## src/rtl/univ_shift_reg_pkg.sv

```systemverilog
// Shared types for the universal shift register: operation modes and burst FSM states.
// Rotate modes are only decoded when USR_ROTATE_EN is defined.
package usr_pkg;

  typedef enum logic [2:0] {
    USR_HOLD = 3'b000,
    USR_SHR  = 3'b001,
    USR_SHL  = 3'b010,
    USR_LOAD = 3'b011,
    USR_ROR  = 3'b100,
    USR_ROL  = 3'b101,
    USR_CLR  = 3'b110,
    USR_RSVD = 3'b111
  } usr_mode_e;

  typedef enum logic [1:0] {
    ST_IDLE  = 2'd0,
    ST_SHIFT = 2'd1,
    ST_DONE  = 2'd2
  } usr_state_e;

endpackage

```

## src/rtl/univ_shift_reg_bit_mux.sv

```systemverilog
// Per-bit next-value selector for univ_shift_reg; neighbour bits arrive pre-wired.
// Rotate inputs exist only when USR_ROTATE_EN is defined.
module usr_bit_mux
  import usr_pkg::*;
(
  input  usr_mode_e i_mode,
  input  logic      i_cur,
  input  logic      i_d,
  input  logic      i_hi,
  input  logic      i_lo,
`ifdef USR_ROTATE_EN
  input  logic      i_hi_rot,
  input  logic      i_lo_rot,
`endif
  output logic      o_nxt
);

  always_comb begin
    o_nxt = i_cur;
    case (i_mode)
      USR_SHR:  o_nxt = i_hi;
      USR_SHL:  o_nxt = i_lo;
      USR_LOAD: o_nxt = i_d;
`ifdef USR_ROTATE_EN
      USR_ROR:  o_nxt = i_hi_rot;
      USR_ROL:  o_nxt = i_lo_rot;
`endif
      USR_CLR:  o_nxt = 1'b0;
      default:  o_nxt = i_cur;
    endcase
  end

endmodule

```

## src/rtl/univ_shift_reg.sv

```systemverilog
// Universal shift register with hold/shift/rotate/load/clear and an LSB-first serial burst.
// Define USR_ROTATE_EN to enable modes 100/101 (otherwise they hold).
//
// state    | meaning
// ST_IDLE  | mode operations applied on en; start loads d and begins a burst
// ST_SHIFT | burst running: shift right with ser_msb each enabled edge
// ST_DONE  | one-cycle done pulse, q holds, always returns to idle
module univ_shift_reg
  import usr_pkg::*;
#(
  parameter int               WIDTH   = 8,
  parameter logic [WIDTH-1:0] RST_VAL = {WIDTH{1'b0}}
) (
  input  logic             i_clk,
  input  logic             i_rst,
  input  logic             i_en,
  input  logic [2:0]       i_mode,
  input  logic [WIDTH-1:0] i_d,
  input  logic             i_ser_msb,
  input  logic             i_ser_lsb,
  input  logic             i_start,
  output logic [WIDTH-1:0] o_q,
  output logic [WIDTH-1:0] o_qb,
  output logic             o_sout,
  output logic             o_busy,
  output logic             o_done
);

  localparam int             CW       = $clog2(WIDTH + 1);
  localparam logic [CW-1:0]  CNT_INIT = CW'(WIDTH);

  logic [WIDTH-1:0] r_q;
  logic [CW-1:0]    r_cnt;
  usr_state_e       r_state;

  usr_state_e       w_state_nxt;
  logic [CW-1:0]    w_cnt_nxt;
  usr_mode_e        w_op;
  logic [WIDTH-1:0] w_q_nxt;
  logic [WIDTH-1:0] w_hi;
  logic [WIDTH-1:0] w_lo;

  always_ff @(posedge i_clk or posedge i_rst) begin
    if (i_rst) begin
      r_state <= ST_IDLE;
      r_cnt   <= '0;
      r_q     <= RST_VAL;
    end else begin
      r_state <= w_state_nxt;
      r_cnt   <= w_cnt_nxt;
      r_q     <= w_q_nxt;
    end
  end

  // The FSM decides which operation the bit muxes see; everything else is HOLD.
  always_comb begin
    w_state_nxt = r_state;
    w_cnt_nxt   = r_cnt;
    w_op        = USR_HOLD;
    case (r_state)
      ST_IDLE: begin
        if (i_en) begin
          if (i_start) begin
            w_op        = USR_LOAD;
            w_cnt_nxt   = CNT_INIT;
            w_state_nxt = ST_SHIFT;
          end else begin
            w_op = usr_mode_e'(i_mode);
          end
        end
      end
      ST_SHIFT: begin
        if (i_en) begin
          w_op = USR_SHR;
          if (r_cnt != '0) w_cnt_nxt = r_cnt - 1'b1;
          if (r_cnt <= CW'(1)) w_state_nxt = ST_DONE;
        end
      end
      ST_DONE: w_state_nxt = ST_IDLE;
      default: w_state_nxt = ST_IDLE;
    endcase
  end

  assign w_hi = {i_ser_msb, r_q[WIDTH-1:1]};
  assign w_lo = {r_q[WIDTH-2:0], i_ser_lsb};

`ifdef USR_ROTATE_EN
  logic [WIDTH-1:0] w_hi_rot;
  logic [WIDTH-1:0] w_lo_rot;
  assign w_hi_rot = {r_q[0], r_q[WIDTH-1:1]};
  assign w_lo_rot = {r_q[WIDTH-2:0], r_q[WIDTH-1]};
`endif

  for (genvar i = 0; i < WIDTH; i++) begin : g_bit
    usr_bit_mux u_mux (
      .i_mode   (w_op),
      .i_cur    (r_q[i]),
      .i_d      (i_d[i]),
      .i_hi     (w_hi[i]),
      .i_lo     (w_lo[i]),
`ifdef USR_ROTATE_EN
      .i_hi_rot (w_hi_rot[i]),
      .i_lo_rot (w_lo_rot[i]),
`endif
      .o_nxt    (w_q_nxt[i])
    );
  end

  assign o_q    = r_q;
  assign o_qb   = ~r_q;
  assign o_sout = r_q[0];
  assign o_busy = (r_state == ST_SHIFT);
  assign o_done = (r_state == ST_DONE);

endmodule

```

## config.mk

```make
export PLATFORM = sky130hd
export DESIGN_NAME = univ_shift_reg
export DESIGN_NICKNAME = d
export VERILOG_FILES = /design/src/rtl/univ_shift_reg_pkg.sv /design/src/rtl/univ_shift_reg_bit_mux.sv /design/src/rtl/univ_shift_reg.sv
export SDC_FILE = /design/constraint.sdc
export NUM_CORES = 1
export LEC_CHECK = 0
export BUFFER_PORTS_ARGS = -buffer_cell sky130_fd_sc_hd__buf_2
export CORE_MARGIN = 1.5
export CORE_UTILIZATION = 50
export DETAILED_ROUTE_END_ITERATION = 8
export PLACE_DENSITY = 0.79
export SLEW_MARGIN = 10
export SYNTH_ARGS = -nofsm -noshare
export SYNTH_HDL_FRONTEND = slang
export SYNTH_SLANG_ARGS = --single-unit
export TNS_END_PERCENT = 1
```

## constraint.sdc

```tcl
create_clock -name i_clk -period 2.3 [get_ports i_clk]
set_input_delay 0 -clock i_clk [delete_from_list [all_inputs] [get_ports i_clk]]
set_output_delay 0 -clock i_clk [all_outputs]
set_load 0.005 [all_outputs]
```

After elaboration in Yosys (flattened, before gate mapping) --
Index checks and enable logic that the tools add are counted.
Storage, ports and cells: bits of input ports 17, register bits after elaboration 14, output and inout port bits 19
Operators by class: $lt $le $gt $ge 1, add/sub/neg operators 1, mux-type cells 22, equality and inequality tests 11, reduce and logical (&&, ||, !) cells 6, bitwise logic cells 1
Operators by type and width (number):
- 1-bit case mux with 4 select lines | 8
- 4-bit 2-to-1 mux | 4
- 2-bit 2-to-1 mux | 4
- 8-bit NOT | 1
- 4-bit case mux with 2 select lines | 1
- 4-bit nonzero test | 2
- 3-bit by 2-bit equality test with 1-bit output, second input constant | 2
- 3-bit 2-to-1 mux | 2
- 2-bit != test, second input constant | 3
- 3-bit case mux with 2 select lines | 1
- 5-bit AND reduction | 1
- 4-bit by 1-bit <= comparator with 1-bit output, second input constant | 1
- 2-bit by 1-bit != test with 1-bit output, second input constant | 2
- 2-bit case mux with 2 select lines | 1
- 4-bit AND reduction | 1
- 4-bit by 1-bit subtractor with 4-bit output, second input constant | 1
- 3-bit by 1-bit equality test with 1-bit output, second input constant | 1
- 3-bit equality test, second input constant | 1
- 2-bit by 1-bit equality test with 1-bit output, second input constant | 1
- 2-bit equality test, second input constant | 1
- 2-bit logical NOT | 1
- 2-bit nonzero test | 1
- 1-bit 2-to-1 mux | 1

Longest topological paths before layout --
Gate-level depths: netlist of run 1.
depth after elaboration 5, mapped depth 6, depth with buffers taken out 5

By module --
Synthesis of run 1 repeated with hierarchy kept, for this count alone.
Unflattened totals: cells, all modules 109, area total of the unflattened synthesis 1001.0 um2
By module, submodules not included:
- univ_shift_reg | instances 1, cells each 61, seq. area each 350.3 um2, area an instance 620.6 um2
- usr_bit_mux | instances 8, cells each 6, seq. area each 0.0 um2, area an instance 47.5 um2

Worst setup path before layout of run 1 --
No wires, ideal clock.
path kind register to register, from register r_state[0], to register r_cnt[1], data required time 2.173 ns, period minus slack after synthesis 1.610 ns, cell stages (with the launch flop) 5, arrival time 1.483 ns, path slack 0.690 ns, cells stage by stage dfrtp_1 > or3b_4 > or2_1 > nand2_1 > mux2_1
Between the ends: word-level cells in the longest chain between the ends 3
RTL lines:
- start, declared | line univ_shift_reg.sv:34 | usr_state_e r_state;
- start signal, assigned | line univ_shift_reg.sv:49 | r_state <= w_state_nxt;
- 2-bit by 1-bit equality test with 1-bit output / 2-bit logical NOT (equally long branches) | line univ_shift_reg.sv:60 | case (r_state)
- 2-bit by 1-bit != test with 1-bit output (no line), or another cell as far along
- 5-bit AND reduction (no line)
- end signal, assigned | line univ_shift_reg.sv:50 | r_cnt <= w_cnt_nxt;
- end, declared | line univ_shift_reg.sv:33 | logic [CW-1:0] r_cnt;
Several ways; a longest one is shown, not always the timed one. A chain may end at the register's enable or synchronous reset.

Worst setup path after layout of run 1 --
from register r_state[0], to register r_q[5] (netlist: o_q[5])
Between the ends: word-level cells in the longest chain between the ends 4
RTL lines:
- 2-bit by 1-bit equality test with 1-bit output / 2-bit logical NOT (equally long branches) | line univ_shift_reg.sv:60
- 3-bit case mux with 2 select lines (*) | line univ_shift_reg.sv:60
- 3-bit equality test, or another cell as far along | line univ_shift_reg_bit_mux.sv:20 | case (i_mode)
- 1-bit case mux with 4 select lines / 4-bit nonzero test (equally long branches)
- end signal, assigned | line univ_shift_reg.sv:51 | r_q <= w_q_nxt;
- end, declared | line univ_shift_reg.sv:32 | logic [WIDTH-1:0] r_q;
Mark *: on every way between the ends. The rest lies on a longest branch, timed or not.

==> run_results.csv, run 1 <==
group,metric,value,unit
timing,finalWorstSetupSlack,479,ps
die,die_w,50.4,um
timing,clock_skew,3.70,ps
die,ioPinCount,36,
drt,via_count,1016,
drt,drtIter0Drc,15,
die,dieArea,2540,um2
final_layout,antenna_cells,0,
worst_setup_path,crit_buf_inv,0,
placed_design,post-place-ws,472,ps
drt,post_drt_wl_per_cell,13.0,um
power,p_leak,0.615,nW
clocking,clock_latency,270,ps
global_route,grt_overflow_total,0,
drt,drc,0,
die,initial_core_util,55.1,%
timing,hold_violations,0,
global_route,track_usage,21.5,%
global_route,grt_pass1_vias,918,
worst_setup_path,cp_max_fo,8,
die,die_y,50.4,um
drt,route.met3.wl,140,um
clocking,cts-root-buf,"clkbuf_4",
drt,m1WireLength,1200,um
clocking,path_clk_slew,90,ps
worst_setup_path,ff2ff_setup_slack,480,ps
global_route,grt_max_degree,17,
timing,fin_crit_sh,79.2,%
worst_setup_path,arrival,1980,ps
worst_setup_path,startpoint_type,"flip-flop",
final_layout,final_common_cell,"buf_2",
worst_setup_path,crit_chain,"or3b_4 > nor2_1 > o31a_1 > o31ai_2",
worst_hold_path,min_path_type,"in2reg",
yosys,yosysUniqueCellTypes,33,
timing,slew_headroom,62.2,%
worst_setup_path,critPathKind,"reg2reg",
die,rows,16,
global_route,grt_antenna_before_repair,0,
clocking,cts_tree,"done",
yosys,syn_area,1120,um2
timing,post-route-min-period,1820,ps
timing,rsz0062_at_grt,"no",
drt,top_layer,"met4",
timing,tns,0,ps
placed_design,gp_congestion,0.761,
placed_design,postPlaceCellArea,1250,um2
clocking,clock-sinks,14,
placed_design,dp_hpwl,1850,um
job,drv_cap,0,
yosys,yosys.area.top_type_share,31.1,%
power,power_density,1040,nW/um2
worst_setup_path,max_stage_delay,470,ps
timing,fmax,549,MHz
final_layout,syn2layout_area_growth,15.0,%
run_status,outcome,"completed",
yosys,netlist_instances,131,
timing,setup_viol,0,
yosys,yosys_warnings,0,
timing,final_max_slew_viol_count,0,
drt,routed_via_density,5.46,
placed_design,portBuffers,35,
yosys,ys_top_cells_by_area,"dfrtp_1 31%, o31ai_2 8.9%, nor2_1 7.0%, o31a_1 6.2%, buf_4 5.3%",
drt,drtPass1Iterations,4,
yosys,yosysSeqAreaShare,31.1,%
timing,worstMarginPinSlew,565,ps
power,ir_drop,0.000603,V
final_layout,mostFrequentLayoutCells,"35 x buf_2, 21 x nor2_1, 14 x inv_1, 14 x dfrtp_1, 11 x nand2_1",
final_layout,drive_gt1_share,32.7,%
worst_setup_path,cp.required,2450,ps
final_layout,stdcell_area,1290,um2
yosys,syn_nets,150,
worst_setup_path,path_delay_family,"simple AND/OR/NAND/NOR gates",
worst_setup_path,crit_path_end_kind,"flip-flop",
final_layout,fin_nets,179,
clocking,cts_htree_levels,1,
global_route,grt_pass1_wl,4170,um
yosys,ys_ff_latch,14,
drt,routed_wl,2420,um
yosys,synth_top_area_cell,"dfrtp_1",
die,core_area,2040,um2
drt,ant_nets,0,
clocking,clockBufferDepth,2,
drt,dr_wl_met2,1070,um
worst_setup_path,slowest_stage,"nor2_1",
clocking,numCtsBuffers,3,
yosys,syn_area_per_cell,8.59,um2
[tightest hold or removal path, cell delays in order]
cell and delay [ps]:
buf_2 80, nor2_1 40, o31ai_2 160
[metal layers]
layer | GRT usage, % | up-vias
met5 | 0 | -
li1 | - | 501
met2 | 34.0 | 36
met3 | 4.17 | 2
met1 | 29.6 | 477
met4 | 6.76 | 0
[through the flow]
stage / util [%] / std cells / total power, mW / hold WS, ps
finish: 63.4 / 186 / 1.35 / 35.9
global route: 63.4 / 186 / 1.47 / 41.4
CTS: 63.4 / 186 / 1.36 / 20.1
detailed placement: 61.1 / 181 / 1.18 / 74.9
global placement: 61.1 / 181 / 1.15 / 86.0
floorplan: - / 131 / 1.02 / -111
[cell usage after synthesis]
cell      count
o31a_1        8
buf_4         8
xnor2_1       1
o211ai_1      1
o31ai_2       8
a311oi_4      1
nand3b_1      1
ha_1          2
nand2_1      11
buf_6         1
a211o_1       1
or2_1         1
mux2_1        1
or3_1         3
inv_1        14
a21oi_1       9
nor2_4        1
o21ai_0       1
a2111o_1      1
nand4b_1      1
buf_2         3
nor2_1       21
nor3b_1       8
xor2_1        1
a311o_2       1
nand2b_1      2
or3b_4        1
nand2b_4      1
nand3_1       1
dfrtp_1      14
nor2b_1       1
and3b_1       1
and2_1        1
[where the power goes]
part	switching, mW	total [mW]	internal (mW)	leakage [nW]
combinational	0.363	0.693	0.329	0.420
sequential	0.125	0.479	0.353	0.173
clock	0.0788	0.175	0.0962	0.0210
[cell families (layout without fill, tap and decap cells)]
kind of cell	after synthesis	count (layout)	synth area share, %
AND/OR/NAND/NOR	55	55	26.4
AO/OA/AOI/OAI	31	31	25.4
buffers and inverters	26	54	12.3
flip-flops	14	14	31.1
adder cells (fa/ha/maj)	2	2	2.22
XOR/XNOR	2	2	1.56
multiplexers	1	1	1.00
[sequential cells by signal, summed over array words and instances, names as in the netlist]
register	cells
o_q	8
r_cnt	4
r_state	2
[layout make-up]
type / instances / area [um2]
clock buffers: 4 / 36.3
fillers: 187 / 748
inverters: 14 / 52.6
multi-input cells: 91 / 636
flip-flops and latches: 14 / 350
well taps: 27 / 33.8
repair buffers: 36 / 185
[final timing paths]
check | start | end | cells after the start
hold / removal | i_ser_msb | o_q[7] | 3
setup / recovery | r_state[0] | o_q[5] | 4
setup reg to reg | r_state[0] | o_q[5] | 4
max in group asynchronous | i_rst | o_q[6] | 3
min in group asynchronous | i_rst | r_cnt[3] | 3
hold reg to reg | r_cnt[1] | r_cnt[1] | 1
[timing repair]
action / 4_1_cts / 5_1_grt
endpoints found under the hold margin: 14 / 0
hold buffers: 1 / 0
setup buffers: 0 / 0
gates resized for setup: 0 / 0
Note: power is estimated with default switching activity, not from simulation.
==> run 2: changes to the inputs <==
==> constraint.sdc (replaced) <==
create_clock -name i_clk -period 1.7 [get_ports i_clk]
set_input_delay 0 -clock i_clk [delete_from_list [all_inputs] [get_ports i_clk]]
set_output_delay 0 -clock i_clk [all_outputs]
set_load 0.005 [all_outputs]
==> run_results.csv, run 2 (synthesis results as in run 1) <==
group,metric,value,unit
run_status,outcome,"completed",
die,initial_core_util,55.1,%
timing,setup_viol,0,
global_route,grt_pass1_wl,4330,um
power,ir_drop,0.000796,V
drt,drtIter0Drc,30,
global_route,track_usage,22.2,%
final_layout,fill_cells,187,
clocking,path_clk_slew,90,ps
worst_setup_path,startpoint_type,"flip-flop",
final_layout,largest_reg_flops,8,
timing,final_max_slew_viol_count,0,
timing,hold_violations,0,
timing,fmax,607,MHz
clocking,clock_latency,280,ps
die,core_area,2040,um2
final_layout,layoutNonFillerInstCount,189,
clocking,clockBufferDepth,2,
drt,routed_via_density,5.72,
worst_setup_path,critPathKind,"reg2reg",
timing,worstMarginPinSlew,563,ps
drt,via_count,1082,
final_layout,antenna_cells,0,
drt,drtPass1Iterations,4,
placed_design,placedCellCount,183,
timing,clock_skew,2.79,ps
power,power,1.87,mW
placed_design,portBuffers,35,
clocking,numCtsBuffers,3,
final_layout,utilization,64.9,%
die,ioPinCount,36,
final_layout,fin_nets,183,
clocking,cts_tree,"done",
worst_setup_path,arrival,1810,ps
timing,slew_headroom,62.4,%
die,die_y,50.4,um
global_route,grt_overflow_total,0,
final_layout,syn2layout_area_growth,17.8,%
placed_design,dp_hpwl,1930,um
timing,finalWorstSetupSlack,52.8,ps
drt,routed_wl,2670,um
power,p_leak,0.630,nW
drt,post_drt_wl_per_cell,14.1,um
placed_design,gp_congestion,0.814,
final_layout,mostFrequentLayoutCells,"35 x buf_2, 21 x nor2_1, 14 x inv_1",
die,die_w,50.4,um
power,power_density,1410,nW/um2
die,dieArea,2540,um2
drt,drc,0,
drt,ant_nets,0,
worst_setup_path,cp_max_fo,7,
clocking,cts_htree_levels,1,
clocking,cts-root-buf,"clkbuf_4",
timing,tns,0,ps
worst_setup_path,crit_path_end_kind,"flip-flop",
final_layout,final_common_cell,"buf_2",
timing,fin_crit_sh,96.9,%
timing,rsz0062_at_grt,"no",
final_layout,drive_gt1_share,35.2,%
clocking,clock-sinks,14,
placed_design,post-place-ws,2.12,ps
global_route,grt_max_degree,17,
timing,post-route-min-period,1650,ps
worst_setup_path,cp.required,1870,ps
global_route,grt_antenna_before_repair,0,
job,drv_cap,0,
worst_hold_path,min_path_type,"in2reg",
global_route,grt_pass1_vias,997,
die,rows,16,
## run 2: cell count changes in the layout (fill, tap and decap cells not counted)
cell	before	now
and3b_1	1	0
and3b_2	0	1
buf_12	0	1
buf_4	0	3
clkbuf_8	1	0
dfrtp_1	14	13
dfrtp_2	0	1
## run 2: where the power goes
group	total, mW	leakage [nW]	switching, mW	internal [mW]
combinational	1.04	0.445	0.547	0.493
clock	0.193	0.0138	0.111	0.0823
sequential	0.633	0.172	0.154	0.479
## run 2: worst paths after layout
path / startpoint / end / slack (ps) / cells after the start
setup / recovery: r_state[1] / r_cnt[1] / 50 / 4
hold / removal: i_ser_msb / o_q[7] / 40 / 3
setup reg to reg: r_state[1] / r_cnt[1] / 50 / 4
hold reg to reg: r_state[1] / r_state[0] / 520 / 1
max in group asynchronous: i_rst / r_state[1] / 1000 / 3
min in group asynchronous: i_rst / o_q[0] / 300 / 3
## run 2: per-stage QoR
stage,hold slack [ps],area (um2)
2_1_floorplan,-111,1120
3_3_place_gp,76.8,1260
3_5_place_dp,80.4,1260
4_1_cts,42.5,1290
5_1_grt,36.5,1330
6_report,41.7,1330
## run 2: timing repair
| action | in CTS | in global routing |
|---|---|---|
| pin swaps | 1 | 2 |
| setup endpoints to repair | 4 | 8 |
| gates resized for setup | 0 | 2 |
| hold buffers | 1 | 0 |
| endpoints found under the hold margin | 14 | 0 |
| setup buffers | 0 | 2 |
## run 2: layout make-up
cell class | instances | area, um2 | share of cell area (%)
timing repair buffer | 40 | 228 | 17.2
clock buffer | 3 | 22.5 | 1.70
sequential | 14 | 352 | 26.5
inverter | 14 | 52.6 | 3.97
multi-input combinational | 91 | 637 | 48.1
tap | 27 | 33.8 | 2.55
## run 2: worst max-delay path: stages (launching register included)
cell,delay [ps]
dfrtp_2,450
or3b_4,410
or2_1,260
nand2_1,90
mux2_1,320
## run 2: layer usage
| metal | track usage, % | wire length (um) | share of wire [%] | vias to the layer above |
|---|---|---|---|---|
| met5 | 0 | 0 | 0 | - |
| met4 | 9.46 | 53 | 2.0 | 0 |
| met3 | 4.76 | 212 | 7.9 | 7 |
| met2 | 36.4 | 1260 | 47 | 54 |
| met1 | 28.1 | 1140 | 43 | 510 |
| li1 | - | - | - | 511 |
==> run 3: changes to the inputs <==
--- a/config.mk
+++ b/config.mk
@@ -7,9 +7,9 @@
 export LEC_CHECK = 0
 export BUFFER_PORTS_ARGS = -buffer_cell sky130_fd_sc_hd__buf_2
 export CORE_MARGIN = 1.5
-export CORE_UTILIZATION = 50
+export CORE_UTILIZATION = 45
 export DETAILED_ROUTE_END_ITERATION = 8
-export PLACE_DENSITY = 0.79
+export PLACE_DENSITY = 0.75
 export SLEW_MARGIN = 10
 export SYNTH_ARGS = -nofsm -noshare
 export SYNTH_HDL_FRONTEND = slang
==> constraint.sdc (replaced) <==
create_clock -name i_clk -period 1.5 [get_ports i_clk]
set_input_delay 0 -clock i_clk [delete_from_list [all_inputs] [get_ports i_clk]]
set_output_delay 0 -clock i_clk [all_outputs]
set_load 0.005 [all_outputs]
==> run_results.csv, run 3 (synthesis results as in run 1) <==
group,metric,value,unit
placed_design,dp_hpwl,2020,um
global_route,grt_overflow_total,0,
final_layout,syn2layout_area_growth,24.7,%
final_layout,final_common_cell,"buf_2",
clocking,clock-sinks,14,
timing,slew_headroom,64.0,%
die,die_y,53.0,um
global_route,grt_antenna_before_repair,0,
global_route,grt_max_degree,17,
die,dieArea,2810,um2
die,die_w,53.0,um
final_layout,stdcell_area,1400,um2
timing,setup_viol,9,
drt,routed_via_density,5.31,
worst_setup_path,ff2ff_setup_slack,-70,ps
worst_setup_path,critPathKind,"reg2reg",
power,power_density,1610,nW/um2
die,rows,17,
placed_design,portBuffers,35,
final_layout,largest_reg_flops,8,
die,initial_core_util,49.4,%
timing,worstMarginPinSlew,540,ps
final_layout,utilization,61.6,%
worst_hold_path,min_from,"i_en",
placed_design,gp_congestion,0.784,
die,core_area,2280,um2
timing,finalWorstSetupSlack,-68.4,ps
worst_hold_path,hold_end,"r_state[1]",
clocking,cts_tree,"done",
die,ioPinCount,36,
worst_setup_path,regToRegStartpoint,"r_state[0]",
global_route,grt_pass1_wl,4310,um
power,ir_drop,0.000939,V
final_layout,antenna_cells,0,
final_layout,layoutNonFillerInstCount,196,
timing,fin_crit_sh,105,%
clocking,cts-root-buf,"clkbuf_4",
timing,rsz0062_at_grt,"yes",
run_status,outcome,"finished with violations",
run_status,violations,"setup timing",
worst_setup_path,startpoint_type,"flip-flop",
worst_setup_path,slowest_stage,"dfrtp_2",
worst_setup_path,cp_max_fo,4,
final_layout,drive_gt1_share,40.5,%
drt,routed_wl,2580,um
power,p_leak,0.672,nW
timing,fmax,638,MHz
final_layout,mostFrequentLayoutCells,"35 x buf_2, 21 x nor2_1, 14 x inv_1",
clocking,clock_latency,270,ps
clocking,path_clk_slew,90,ps
worst_setup_path,arrival,1750,ps
worst_setup_path,reg2reg_depth,5,
drt,drtIter0Drc,18,
drt,drc,0,
timing,clock_skew,1.17,ps
timing,post-route-min-period,1570,ps
global_route,grt_pass1_vias,1007,
power,power,2.26,mW
worst_hold_path,hold_depth,3,
timing,final_max_slew_viol_count,0,
worst_setup_path,crit_path_end_kind,"flip-flop",
global_route,track_usage,20.8,%
clocking,clockBufferDepth,2,
timing,hold_violations,0,
drt,drtPass1Iterations,5,
final_layout,fin_nets,188,
clocking,cts_htree_levels,1,
worst_setup_path,cp.required,1690,ps
placed_design,postPlaceCellArea,1320,um2
worst_setup_path,max_stage_delay,420,ps
drt,via_count,1040,
worst_hold_path,min_path_type,"in2reg",
drt,post_drt_wl_per_cell,13.1,um
worst_setup_path,crit_chain,"or3b_4 > a311oi_4 > buf_4 > nor2_1 > o31ai_2",
drt,ant_nets,0,
placed_design,placedCellCount,189,
clocking,numCtsBuffers,3,
job,drv_cap,0,
worst_setup_path,rr_endpoint,"o_q[0]",
[run 3: how the worst max path moves through the flow]
stage	from	end	slack [ps]	depth (start not counted)
final	r_state[0]	o_q[0]	-70	5
after global routing	r_state[0]	o_q[0]	-150	5
after CTS	r_state[0]	o_q[0]	-70	5
after detailed placement	r_state[1]	o_q[0]	-160	4
after global placement	r_state[1]	o_q[1]	-70	4
after floorplan	r_state[0]	r_cnt[1]	-80	4
[run 3: per-stage QoR]
stage	setup TNS [ps]	setup slack (ps)	hold WS, ps
after floorplan	-446	-82.8	-111
final	-383	-68.4	55.7
after global routing	-1050	-154	64.7
after global placement	-555	-74.5	57.1
after CTS	-341	-68.1	55.5
after detailed placement	-993	-156	69.3
[run 3: layout make-up]
type,instances,area [um2]
fill,198,873
multi-input combinational,91,658
clock buffer,4,36.3
tap,28,35.0
inverter,14,52.6
sequential,14,352
timing repair buffer,45,269
[run 3: timing repair]
item	CTS	global route
endpoints found under the hold margin	14	0
gates resized for setup	4	3
hold buffers	1	0
buffers inserted	2	0
pin swaps	3	0
setup endpoints to repair	10	12
[run 3: metal layers]
layer	wire (um)	GRT usage, %	vias up
met4	10	3.85	0
met3	101	3.11	2
li1	-	-	517
met1	1040	21.9	500
met5	0	0	-
met2	1430	42.7	21
[run 3: report_power, final]
part	total (mW)	internal (mW)	switching, mW
Combinational	1.27	0.647	0.618
Sequential	0.723	0.544	0.178
Clock	0.270	0.147	0.123
[run 3: critical path: cells and delay by family (launching register included)]
kind / cells / cell delay, ps
flip-flops: 1 / 420
AO/OA/AOI/OAI: 2 / 410
buffers and inverters: 1 / 180
AND/OR/NAND/NOR: 2 / 470
